$ cat src/rtl/instr_fetch_pkg.sv
// Shared definitions for the instruction fetch sequencer: the fetch FSM state
// encoding, default bus widths, the opcode bit that marks a 2-byte
// instruction, and the NOP opcode value.
package instr_fetch_pkg;

  localparam int unsigned ADDR_W_DEF   = 8;
  localparam int unsigned DATA_W_DEF   = 8;
  localparam int unsigned LONG_BIT_DEF = 7;

  localparam logic [DATA_W_DEF-1:0] NOP_OP = '0;

  typedef enum logic [2:0] {
    FETCH_OP  = 3'd0,
    FETCH_GAP = 3'd1,
    FETCH_ARG = 3'd2,
    HOLD      = 3'd3,
    REDIRECT  = 3'd4,
    REDIR_GAP = 3'd5
  } state_e;

endpackage

$ cat src/rtl/instr_fetch.sv
// Fetch sequencer on the consumer side of the program counter. It reads the
// current PC, issues program-memory reads, pulses the counter's increment or
// load controls, assembles 1- or 2-byte instructions and presents them to the
// decoder over a valid/ready handshake. Branch redirects flush any fetch in
// flight.
//
// Ports:
//   clk, rst          rising-edge clock, synchronous active-high reset
//   pc                current PC from the counter (registered, lags pulses)
//   pc_inc            1-cycle pulse, PC <= PC+1
//   pc_load           1-cycle pulse, PC <= pc_load_addr
//   pc_load_addr      load value, valid while pc_load=1
//   mem_addr/mem_rd   read address/request, held until mem_ready
//   mem_rdata         read data, valid with mem_ready
//   mem_ready         read completes this cycle
//   instr_valid/ready decoder handshake
//   instr_opcode      opcode byte
//   instr_operand     operand byte, 0 for 1-byte instructions
//   instr_pc          address of the opcode byte
//   br_valid          1-cycle redirect request
//   br_target         redirect address
module instr_fetch
  import instr_fetch_pkg::*;
#(
  parameter int unsigned ADDR_W   = ADDR_W_DEF,
  parameter int unsigned DATA_W   = DATA_W_DEF,
  parameter int unsigned LONG_BIT = LONG_BIT_DEF
) (
  input  logic              clk,
  input  logic              rst,
  input  logic [ADDR_W-1:0] pc,
  output logic              pc_inc,
  output logic              pc_load,
  output logic [ADDR_W-1:0] pc_load_addr,
  output logic [ADDR_W-1:0] mem_addr,
  output logic              mem_rd,
  input  logic [DATA_W-1:0] mem_rdata,
  input  logic              mem_ready,
  output logic              instr_valid,
  input  logic              instr_ready,
  output logic [DATA_W-1:0] instr_opcode,
  output logic [DATA_W-1:0] instr_operand,
  output logic [ADDR_W-1:0] instr_pc,
  input  logic              br_valid,
  input  logic [ADDR_W-1:0] br_target
);

  state_e            state_q, state_d;
  logic              flush_q, flush_d;
  logic [ADDR_W-1:0] tgt_q, tgt_d;
  logic [DATA_W-1:0] opcode_q, opcode_d;
  logic [DATA_W-1:0] operand_q, operand_d;
  logic [ADDR_W-1:0] ipc_q, ipc_d;
  logic              rd;
  logic              inc;
  logic              load;
  logic              valid;

  always_ff @(posedge clk) begin
    if (rst) begin
      state_q   <= FETCH_OP;
      flush_q   <= 1'b0;
      tgt_q     <= '0;
      opcode_q  <= '0;
      operand_q <= '0;
      ipc_q     <= '0;
    end else begin
      state_q   <= state_d;
      flush_q   <= flush_d;
      tgt_q     <= tgt_d;
      opcode_q  <= opcode_d;
      operand_q <= operand_d;
      ipc_q     <= ipc_d;
    end
  end

  always_comb begin
    state_d   = state_q;
    flush_d   = flush_q;
    tgt_d     = tgt_q;
    opcode_d  = opcode_q;
    operand_d = operand_q;
    ipc_d     = ipc_q;
    rd        = 1'b0;
    inc       = 1'b0;
    load      = 1'b0;
    valid     = 1'b0;

    // Last redirect wins: the saved target always tracks the newest request.
    if (br_valid) begin
      tgt_d = br_target;
    end

    case (state_q)
      FETCH_OP: begin
        rd = 1'b1;
        if (mem_ready) begin
          if (flush_q || br_valid) begin
            // Byte belongs to the abandoned path: drop it, no pc_inc.
            flush_d = 1'b0;
            state_d = REDIRECT;
          end else begin
            inc       = 1'b1;
            opcode_d  = mem_rdata;
            operand_d = '0;
            ipc_d     = pc;
            state_d   = mem_rdata[LONG_BIT] ? FETCH_GAP : HOLD;
          end
        end else if (br_valid) begin
          // Read cannot be withdrawn; finish it and throw the data away.
          flush_d = 1'b1;
        end
      end

      FETCH_GAP: begin
        state_d = br_valid ? REDIRECT : FETCH_ARG;
      end

      FETCH_ARG: begin
        rd = 1'b1;
        if (mem_ready) begin
          if (flush_q || br_valid) begin
            flush_d = 1'b0;
            state_d = REDIRECT;
          end else begin
            inc       = 1'b1;
            operand_d = mem_rdata;
            state_d   = HOLD;
          end
        end else if (br_valid) begin
          flush_d = 1'b1;
        end
      end

      HOLD: begin
        valid = !br_valid;
        if (br_valid) begin
          state_d = REDIRECT;
        end else if (instr_ready) begin
          // Reuse the settle state as the post-handshake bubble.
          state_d = REDIR_GAP;
        end
      end

      REDIRECT: begin
        load    = 1'b1;
        state_d = br_valid ? REDIRECT : REDIR_GAP;
      end

      REDIR_GAP: begin
        state_d = br_valid ? REDIRECT : FETCH_OP;
      end

      default: begin
        state_d = FETCH_OP;
      end
    endcase

    // Outputs are forced quiet during reset so an in-flight read drops at once.
    if (rst) begin
      rd    = 1'b0;
      inc   = 1'b0;
      load  = 1'b0;
      valid = 1'b0;
    end
  end

  assign mem_rd        = rd;
  assign mem_addr      = rd ? pc : '0;
  assign pc_inc        = inc;
  assign pc_load       = load;
  assign pc_load_addr  = load ? tgt_q : '0;
  assign instr_valid   = valid;
  assign instr_opcode  = opcode_q;
  assign instr_operand = operand_q;
  assign instr_pc      = ipc_q;

endmodule

$ cat config.mk
export PLATFORM = sky130hd
export DESIGN_NAME = instr_fetch
export DESIGN_NICKNAME = d
export VERILOG_FILES = /design/src/rtl/instr_fetch_pkg.sv /design/src/rtl/instr_fetch.sv
export SDC_FILE = /design/constraint.sdc
export NUM_CORES = 1
export LEC_CHECK = 0
export CORE_MARGIN = 10
export CORE_UTILIZATION = 45
export DETAILED_ROUTE_END_ITERATION = 7
export PLACE_DENSITY = 0.84
export SLEW_MARGIN = 15
export SYNTH_ARGS = -nofsm -noshare
export SYNTH_HDL_FRONTEND = slang
export SYNTH_SLANG_ARGS = --single-unit
export TNS_END_PERCENT = 50
$ cat constraint.sdc
create_clock -name clk -period 2.9 [get_ports clk]
set_input_delay 0.58 -clock clk [delete_from_list [all_inputs] [get_ports clk]]
set_output_delay 0.58 -clock clk [all_outputs]
set_load 0.02 [all_outputs]
==> results of run 1 <==
## per-layer routing
| metal | track usage (%) | wire [µm] |
|---|---|---|
| met1 | 15.49 | 1870 |
| met5 | 0 | 0 |
| met4 | 5.102 | 53 |
| met2 | 22.10 | 2178 |
| met3 | 8.734 | 604 |
## metrics by stage
| step | worst slack [ns] | setup TNS (ns) | hold WS [ns] |
|---|---|---|---|
| final | 0.1528 | 0 | 0.4688 |
| after CTS | 0.1037 | 0 | 0.4729 |
| after global routing | 0.01816 | 0 | 0.4945 |
| after floorplan | 0.2340 | 0 | 0.4515 |
| after detailed placement | -0.04209 | -0.04209 | 0.4632 |
| after global placement | 0.003803 | 0 | 0.4579 |
## sequential cells by signal (all words and copies together), names as in the netlist
name / count
tgt_q: 8
instr_opcode: 8
state_q: 3
flush_q: 1
instr_pc: 8
instr_operand: 8
## report_power, final
part | leakage (nW) | internal (W) | switching [W]
Combinational | 0.630 | 0.000136 | 0.000119
Sequential | 0.294 | 0.000519 | 0.0000198
Clock | 0.0503 | 0.000211 | 0.000167
## critical path: stages
cell and delay (ns):
clkdlybuf4s50_1 0.45, nor4_1 0.19, buf_4 0.20, and2_1 0.12, clkdlybuf4s50_1 0.62
## repair_timing
action | CTS | global route
endpoints found under the hold margin | 0 | 0
pin swaps | 0 | 0
buffers inserted | 0 | 0
gates resized for setup | 1 | 1
setup endpoints to repair | 1 | 1
## kinds of logic after synthesis
logic type,after synthesis,share of synthesized area (%)
flip-flops,36,41.59
AND/OR/NAND/NOR,87,29.46
multiplexers,24,13.86
buffers and inverters,18,5.487
AO/OA/AOI/OAI,28,9.603
## placed cells by master (no fill, tap or decap), types with 8 or more instances in the layout
cell type and instances:
and2_1 16, buf_4 8, o21ai_0 9, a21oi_1 10, clkdlybuf4s50_1 70, nand2_1 8
dfxtp_1 36, nor2_1 11, or3_1 8, mux2i_1 24, nand2b_1 36
## cell type report
cell class | count | area, µm²
fill | 304 | 1081
multi-input combinational | 139 | 917.1
timing repair buffer | 81 | 802.0
sequential | 36 | 720.7
clock buffer | 7 | 96.34
tap | 48 | 60.06
inverter | 3 | 11.26
## worst paths after layout
path                from               to  depth (start not counted)
max                  rst  pc_load_addr[2]                          5
min reg2reg  instr_pc[1]      instr_pc[1]                          2
max reg2reg   state_q[2]  instr_opcode[5]                          5
min          instr_pc[1]      instr_pc[1]                          2
==> results.md, run 1 <==
* Run status: finished, final reports clean
* Total non-filler cell area in the finished layout at between 0.002 and 0.003 mm²
* WL per Instance at 14.99 µm
* Setup crit end kind: primary output
* Aggregate routed wire length at 4708 µm
* Clock network latency to the later pin of the worst-skew pair at 0.29 ns
* Total standard cell area after synthesis at 0.001733 mm²
* Largest net degree at the start of global routing at a little over 40
* Data arrival time of the worst path at ~2.2 ns
* Total via count in the routed design at 1554
* Number of global-route vias before repair at 1480
* Final period demand of the worst path at about 2.7 ns
* Syn-to-layout area delta at 50.47%
* Count of pins over their slew limit at 0
* Die Width at 82.06 µm
* Number of cells after detailed placement at 307
* Reg2Reg Setup Slack at 1.06 ns
* Number of H-tree levels at 2
* Total of flip-flops plus latches after synthesis at 36
* Design Power at 0.001172 W
* Slew headroom at 62.88%
* Setup-violating endpoint count in the final report at 0
* TritonCTS clock tree: yes
* I/O Buffers at slightly above 70
* Post-route ant nets at 0
* Number of standard cells after synthesis at 193
* Area of the die at 0.006733 mm²
* Placer congestion estimate at roughly 0.82
* Area share of the largest cell type after synthesis at 41.59%
* Vertical extent of the die at about 80 µm
* Number of clock sinks at 36
* Detail-routed via count per cell at 4.949
* Util after Layout at 70.69%
* Sequential element share of the synthesized area at 41.59%
* Number of different library cells in the post-synthesis netlist at 28
* Transition time of the tightest slew-check pin at roughly 0.56 ns
* Maximum clock skew at final layout at 0.004339 ns
* Post-synth net total at 222
* Layout cell share with drive strength beyond 1 at slightly below 7%
* Starting density of the core at 46.98%
* Largest driver fanout on the critical path at 9
* Element type at the critical path start: primary input
* Top-level I/O count at 73
* Total of warnings raised by yosys at 0
* GRT Resource Usage Total at between 10% and 20%
* Number of clock buffers inserted by TritonCTS at 5
* Number of synthesized flops with an enable pin at 0
* Path type of the worst min-delay path: reg2reg
* # DRC at 0
* Maximum achievable frequency at 364.0 MHz
* Drt first-iter violations at roughly 140
* Worst path required time at 2.32 ns
* Antenna cell count at 0
* Half-perimeter wire length after placement at ~3500 µm
* Final Net Count at 295
* Cell row count at 22
* Clock Path Buffers at 2
* Global-route congestion overflow total at 0
* Pre-Repair DR Iteration Count at 4
* Setup CP Type: in2out
* Final period util at 94.73%
* Leakage component of the power at 0.9738 nW
* Final cell count without fillers at 314
* Post-CTS Hold Buffers at 0
* Most used flip-flop cell after synthesis: dfxtp_1
* Share of async-settable or async-resettable flops after synthesis at 0%
* Core region area at 0.003689 mm²
* Wire length of the first global-routing pass at 7355 µm
* Most area-consuming cells after synthesis: dfxtp_1 (42%), mux2i_1 (14%), nand2b_1 (13%)
* Hold Fails Final Rpt at 0
* RSZ-0062 raised after global routing: false
* Total power per unit cell area at 449.4 mW/mm²
* Number of maximum-capacitance constraint violations at 0
* Clock slew at reported path FFs at 0.07 ns
* Area of placed instances at 0.002510 mm²
* Peak ir drop on the vdd network at 0.3585 mV
* Post-synth top area cell: dfxtp_1
* CTS Root Cell: clkbuf_8
* Initial antenna violation count at 0
* Post-Syn Area per Cell at 8.979 µm²
* Commonest cells in the netlist: dfxtp_1 (36), nand2b_1 (36), mux2i_1 (24), and2_1 (16), nor2_1 (11)
Power figures use the tool's default switching activity.
==> run 2, diff against run 1 <==
--- a/config.mk
+++ b/config.mk
@@ -7,6 +7,7 @@
 export LEC_CHECK = 0
 export CORE_MARGIN = 10
 export CORE_UTILIZATION = 45
+export CTS_CLUSTER_SIZE = 14
 export DETAILED_ROUTE_END_ITERATION = 7
 export PLACE_DENSITY = 0.84
 export SLEW_MARGIN = 15
==> results of run 2 <==
Same layout as run 1: the final DEF is identical, and so are final timing and power.
